## src/rtl/fpu_fp32_to_fp64.sv

```systemverilog
// Purpose : widen an IEEE-754 FP32 operand to FP64. Denormal inputs are
//           normalised one bit per cycle.
// Latency : result valid the cycle after accept for normals, zeros, infinities
//           and NaNs. Denormals take k extra edges, where k = 23 - msb_index(f).
// Backpr. : single entry. in_ready is low from accept until the output
//           handshake, and dst/out_snan are held while out_ready=0.
// Ports   : clk, reset_n (async active-low)
//           in_valid/in_ready/src[31:0]   : FP32 operand handshake
//           out_valid/out_ready/dst[63:0] : FP64 result handshake
//           out_snan                      : source was a signalling NaN (with out_valid)
module fpu_fp32_to_fp64 #(
    parameter int EXP_BIAS_DIFF = 896
) (
    input  logic        clk,
    input  logic        reset_n,
    input  logic        in_valid,
    output logic        in_ready,
    input  logic [31:0] src,
    output logic        out_valid,
    input  logic        out_ready,
    output logic [63:0] dst,
    output logic        out_snan
);

    localparam logic [1:0] ST_IDLE = 2'd0;
    localparam logic [1:0] ST_NORM = 2'd1;
    localparam logic [1:0] ST_DONE = 2'd2;

    localparam logic [10:0] BIAS_DIFF = 11'(EXP_BIAS_DIFF);
    // A denormal with an implicit leading bit at index 23 would carry exponent
    // 897. Each normalising shift lowers it by one.
    localparam logic [10:0] DENORM_EXP0 = 11'(EXP_BIAS_DIFF + 1);

    logic [1:0]  state_q, state_d;
    logic [63:0] dst_q, dst_d;
    logic        snan_q, snan_d;
    logic [23:0] m_q, m_d;
    logic [10:0] exp_q, exp_d;
    logic        sign_q, sign_d;

    logic        src_s;
    logic [7:0]  src_e;
    logic [22:0] src_f;
    logic [23:0] m_shift;
    logic [10:0] exp_dec;

    assign src_s   = src[31];
    assign src_e   = src[30:23];
    assign src_f   = src[22:0];
    assign m_shift = m_q << 1;
    assign exp_dec = exp_q - 11'd1;

    always_comb begin
        state_d = state_q;
        dst_d   = dst_q;
        snan_d  = snan_q;
        m_d     = m_q;
        exp_d   = exp_q;
        sign_d  = sign_q;

        case (state_q)
            ST_IDLE: begin
                if (in_valid) begin
                    sign_d  = src_s;
                    snan_d  = 1'b0;
                    state_d = ST_DONE;
                    if (src_e == 8'h00 && src_f == 23'd0) begin
                        dst_d = {src_s, 63'd0};
                    end else if (src_e == 8'hFF && src_f == 23'd0) begin
                        dst_d = {src_s, 11'h7FF, 52'd0};
                    end else if (src_e == 8'hFF) begin
                        // Quiet bit forced, payload kept in the upper fraction bits.
                        dst_d  = {src_s, 11'h7FF, 1'b1, src_f[21:0], 29'd0};
                        snan_d = ~src_f[22];
                    end else if (src_e != 8'h00) begin
                        dst_d = {src_s, {3'd0, src_e} + BIAS_DIFF, src_f, 29'd0};
                    end else begin
                        m_d     = {1'b0, src_f};
                        exp_d   = DENORM_EXP0;
                        state_d = ST_NORM;
                    end
                end
            end

            ST_NORM: begin
                m_d   = m_shift;
                exp_d = exp_dec;
                // The shifted-in leading one becomes the hidden bit.
                if (m_shift[23]) begin
                    dst_d   = {sign_q, exp_dec, m_shift[22:0], 29'd0};
                    state_d = ST_DONE;
                end
            end

            ST_DONE: begin
                if (out_ready) begin
                    state_d = ST_IDLE;
                end
            end

            default: begin
                state_d = ST_IDLE;
            end
        endcase
    end

    always_ff @(posedge clk or negedge reset_n) begin
        if (!reset_n) begin
            state_q <= ST_IDLE;
            dst_q   <= 64'd0;
            snan_q  <= 1'b0;
            m_q     <= 24'd0;
            exp_q   <= 11'd0;
            sign_q  <= 1'b0;
        end else begin
            state_q <= state_d;
            dst_q   <= dst_d;
            snan_q  <= snan_d;
            m_q     <= m_d;
            exp_q   <= exp_d;
            sign_q  <= sign_d;
        end
    end

    // Handshake outputs are decoded from the state register alone.
    assign in_ready  = (state_q == ST_IDLE);
    assign out_valid = (state_q == ST_DONE);
    assign dst       = dst_q;
    assign out_snan  = snan_q;

endmodule

```

## config.mk

```make
export PLATFORM = sky130hd
export DESIGN_NAME = fpu_fp32_to_fp64
export DESIGN_NICKNAME = d
export VERILOG_FILES = /design/src/rtl/fpu_fp32_to_fp64.sv
export SDC_FILE = /design/constraint.sdc
export NUM_CORES = 1
export LEC_CHECK = 0
export ABC_AREA = 1
export BUFFER_PORTS_ARGS = -buffer_cell sky130_fd_sc_hd__buf_2
export CAP_MARGIN = 20
export CELL_PAD_IN_SITES_DETAIL_PLACEMENT = 1
export CELL_PAD_IN_SITES_GLOBAL_PLACEMENT = 1
export CORE_ASPECT_RATIO = 1.2
export CORE_UTILIZATION = 37
export DETAILED_ROUTE_END_ITERATION = 8
export GPL_TIMING_DRIVEN = 0
export PLACE_DENSITY_LB_ADDON = 0.1
export SYNTH_ARGS = -nofsm -noshare
export SYNTH_HDL_FRONTEND = slang
export SYNTH_SLANG_ARGS = --single-unit
```

## constraint.sdc

```tcl
create_clock -name clk -period 2.1 [get_ports clk]
set_input_delay 0.42 -clock clk [delete_from_list [all_inputs] [get_ports clk]]
set_output_delay 0.42 -clock clk [all_outputs]
set_load 0.005 [all_outputs]
```

# After elaboration in Yosys (flattened, before gate mapping)
# Cells that the tools add are included.
[word_totals]
register_bits = 102
input_bits = 36
word_cells = 61
[op_classes]
n_addsub = 2
n_eq_ne = 11
muxes = 30
bitwise = 1
n_reduce_logical = 11
[ops]
columns = ["cell", "n"]
rows = [
  ["$mux W64", 6],
  ["$pmux W64 S2", 1],
  ["$mux W23", 5],
  ["$mux W11", 5],
  ["$pmux W23 S2", 1],
  ["$logic_not A23 Y1", 1],
  ["$pmux W11 S2", 1],
  ["$mux W2", 7],
  ["$ne A2 B2 Y1 const B", 6],
  ["$add A8 B10 Y11 const B", 1],
  ["$sub A11 B1 Y11 const B", 1],
  ["$eq A8 B8 Y1 const B", 1],
  ["$logic_not A8 Y1", 1],
  ["$reduce_bool A8 Y1", 1],
  ["$pmux W2 S3", 1],
  ["$reduce_and A6 Y1", 1],
  ["$ne A5 B1 Y1 const B", 1],
  ["$reduce_and A4 Y1", 1],
  ["$mux W1", 3],
  ["$reduce_and A3 Y1", 1],
  ["$eq A2 B1 Y1 const B", 1],
  ["$eq A2 B2 Y1 const B", 1],
  ["$logic_and A1 B1 Y1", 2],
  ["$logic_not A2 Y1", 1],
  ["other kinds (4)", 4],
]

# Logic depth before layout (Yosys ltp)
[logic_depth]
depth_word = 7
ltp_mapped = 12
depth_no_buf = 11

# Worst setup path before layout
# OpenSTA, ideal clock, no wires.
[synth_path]
path_type = "register to register"
from = "reg exp_q[0]"
to = "reg dst_q[60], in the netlist dst[60]"
setup_ps = 116
arrival_ps = 1337
t_required_ps = 1984
path_slack_ps = 646
path_stages_with_launch = 12
n_path_buf = 0
synth_period_minus_slack_ps = 1454
cell_sequence = "dfrtp_1 -> inv_1 -> ha_1 -> nand3_1 -> inv_1 -> nand2_1 -> o21ai_0 -> nand2_1 -> nand2_1 -> nand2_1 -> nand2_1 -> nand2_1"
[synth_between]
elab_chain_len = 3
[synth_rtl]
columns = ["element", "line", "rtl"]
rows = [
  ["from (decl)", "38", "logic [10:0] exp_q, exp_d;"],
  ["from (signal assigned)", "120", "exp_q <= exp_d;"],
  ["$sub A11 B1 Y11", "51", "assign exp_dec = exp_q - 11'd1;"],
  ["$mux W64", "89", "if (m_shift[23]) begin"],
  ["$pmux W64 S2", "61", "case (state_q)"],
  ["to (signal assigned)", "117", "dst_q <= dst_d;"],
  ["to (decl)", "35", "logic [63:0] dst_q, dst_d;"],
]
# No other way between the ends. The select of a mux whose other input is x is not followed.
# A chain may end at the register's enable or synchronous reset.

# Worst setup path in the final report
# Ends and elaborated chain as after synthesis.

==> results_dict.tcl <==
set metrics [dict create \
    status "completed" \
    synth_warnings 0 \
    timing.fmax_mhz 564 \
    skew_ns 0.00626 \
    end_kind "flop" \
    numCtsBuffers 9 \
    diodes 0 \
    min_period_ns 1.77 \
    dp_hpwl_um 8060 \
    dp_cells 757 \
    clock_latency_ns 0.34 \
    antenna_found_initial 0 \
    wl_um 11000 \
    initialDrtViolationCount 132 \
    hold_viol 0 \
    drive_above_1_share 0.235 \
    dieArea_um2 10900 \
    synth-seq-cells 73 \
    synth_mux_area_frac 0 \
    final_cells 774 \
    startpoint_type "flop" \
    grt_max_degree 66 \
    avgSynthCellArea_um2 7.32 \
    drt-vias-per-instance 4.71 \
    grt_pass1_wl_um 18400 \
    maxSlewViolCount 0 \
    vias 3648 \
    synth.distinct_cells 24 \
    synth_top_family_by_area "simple AND/OR/NAND/NOR gates" \
    grt_overflow_total 0 \
    ir_worst_vdd_v 0.000409 \
    gp_congestion 0.802 \
    setup_tns_ns 0 \
    netlist_instances 529 \
    rows 40 \
    max_cap_viol_count 0 \
    cts.path.max_buffers 2 \
    die_x_um 95.4 \
    rsz0062_at_grt "no" \
    final_cell_area_um2 4830 \
    power.total_uw 5270 \
    nets 680 \
    ios 103 \
    drt-pass1-iter-count 4 \
    placed_area_um2 4530 \
    port_buffers 73 \
    die_h_um 114 \
    regToRegSetupSlack_ns 0.33 \
    synthSimpleGateAreaFrac 0.369 \
    synth-adder-area-share 0.00323 \
    seq_area_frac_synth 0.472 \
    root_buffer "clkbuf_16" \
    h-tree-depth 3 \
    nFillCells 1339 \
    synth_area_um2 3870 \
    routedWlPerCell_um 14.1 \
    cts_sinks 73 \
    grt_use_total 0.221 \
    hold_class "in -> reg" \
    drc 0 \
    cts_tree "done" \
    areaGrowthSynthToFinish_pct 24.8 \
    power-per-cell-area_nw_per_um2 1090 \
    synth-compound-area-share 0.0355 \
    fin_crit_sh 0.845 \
    power_leakage_uw 0.00270 \
    crit_type "reg -> reg" \
    fp.coreArea_um2 10100 \
    cts_setup_buffers 0 \
    worstMarginPinSlew_ns 0.511 \
    max_slew_margin 0.659 \
    crit_fanout 5 \
    first_global_vias 3822 \
    synth-xor-area-share 0 \
    clk_pin_slew_ns 0.06 \
    critical_path_required_ns 2.33 \
    final_antenna_net_count 0 \
    setup_violations 0 \
    start_util 0.383 \
    cp.arrival_ns 2.01 \
]
==> layout make-up <==
cell class	count	area, um^2	share of cell area
well taps	126	158	0.0326
multi-input cells	405	1690	0.349
clock inverters	2	10.0	0.00207
clock buffers	14	284	0.0587
plain buffers	51	357	0.0738
repair buffers	75	405	0.0839
inverters	28	108	0.0223
flip-flops and latches	73	1830	0.378
==> registers in the layout (all words and copies together), names as in the netlist <==
| signal | count |
|---|---|
| dst | 35 |
| state_q | 2 |
| m_q | 23 |
| out_snan | 1 |
| sign_q | 1 |
| exp_q | 11 |
==> worst max-delay path, stage by stage, from the launching register on <==
cell and delay, ns:
dfrtp_1 0.39, inv_1 0.11, ha_1 0.21, nand3_1 0.14, inv_1 0.17, nand2_1 0.10, o21ai_0 0.22, nand2_1 0.08
nand2_1 0.08, nand2_1 0.06, nand2_1 0.06, nand2_1 0.04
==> through the flow <==
step | hold slack (ns) | setup WS [ns] | utilization
floorplan | 0.124 | 0.646 | -
global placement | 0.457 | 0.0455 | 0.445
detailed placement | 0.268 | 0.183 | 0.448
CTS | 0.364 | 0.329 | 0.478
global route | 0.407 | 0.179 | 0.478
finish | 0.372 | 0.326 | 0.478
==> routing by layer <==
metal | vias up | routed length [um] | GRT usage
met5 | - | 0 | 0
met4 | 0 | 180 | 0.0816
met3 | 13 | 403 | 0.0345
met2 | 81 | 5490 | 0.380
met1 | 1745 | 4880 | 0.279
li1 | 1809 | - | -
==> where the power goes <==
part / leakage [uW] / switching (uW) / total [uW] / internal, uW
combinational: 0.00173 / 937 / 1640 / 707
clock: 0.000149 / 602 / 1530 / 926
sequential: 0.000828 / 240 / 2100 / 1860
total: 0.00270 / 1780 / 5270 / 3490
==> cell usage in the layout, fill, tap and decap left out <==
cell	Yosys	final
nand4_1	6	6
a21oi_1	7	7
buf_2	12	84
clkbuf_8	0	4
o21bai_1	3	3
nor2_2	6	6
dfrtp_1	73	73
buf_16	0	1
inv_2	3	3
or2_2	1	1
clkbuf_16	0	9
buf_6	4	4
nand3_1	44	44
ha_1	1	1
clkbuf_1	2	3
buf_4	32	33
nor2_1	25	25
o21ai_0	11	11
inv_4	1	1
clkinv_2	0	2
nand2_1	263	263
nand2_4	2	2
o21ai_1	5	5
dlygate4sd3_1	0	1
nand3_2	1	1
nand4_2	1	1
inv_1	24	24
buf_1	1	1
conb_1	1	29
==> synth_stat cells <==
master,count,area share
buf_6,4,0.012
nand2_1,263,0.25
buf_4,32,0.062
nor2_1,25,0.024
ha_1,1,0.0032
o21ai_1,5,0.0065
nand3_1,44,0.057
or2_2,1,0.0016
nand2_4,2,0.0058
inv_2,3,0.0029
dfrtp_1,73,0.47
buf_1,1,0.00097
nand3_2,1,0.0026
conb_1,1,0.00097
clkbuf_1,2,0.0019
inv_4,1,0.0016
o21bai_1,3,0.0058
a21oi_1,7,0.0090
nand4_2,1,0.0032
nand4_1,6,0.0097
o21ai_0,11,0.014
inv_1,24,0.023
buf_2,12,0.016
nor2_2,6,0.0097
==> path summary, 6_finish.rpt <==
check                      cells after the start  startpoint      end
setup / recovery                              11    exp_q[0]  dst[60]
hold / removal                                 3     src[31]   sign_q
setup reg to reg                              11    exp_q[0]  dst[60]
hold reg to reg                                2     dst[48]  dst[48]
max in group asynchronous                      3     reset_n  dst[31]
min in group asynchronous                      2     reset_n  dst[47]
==> timing repair <==
item,in CTS,in global routing
gates resized for setup,0,0
hold buffers,1,0
endpoints found under the hold margin,8,0
==> cells by family after synthesis <==
| kind of cell | after synthesis |
|---|---|
| DFF | 73 |
| AOI/OAI and AO/OA | 26 |
| other | 1 |
| adders and majority gates | 1 |
| and+or+nand+nor | 349 |
| buffers and inverters | 79 |
Note: power is estimated with default switching activity, not from simulation.
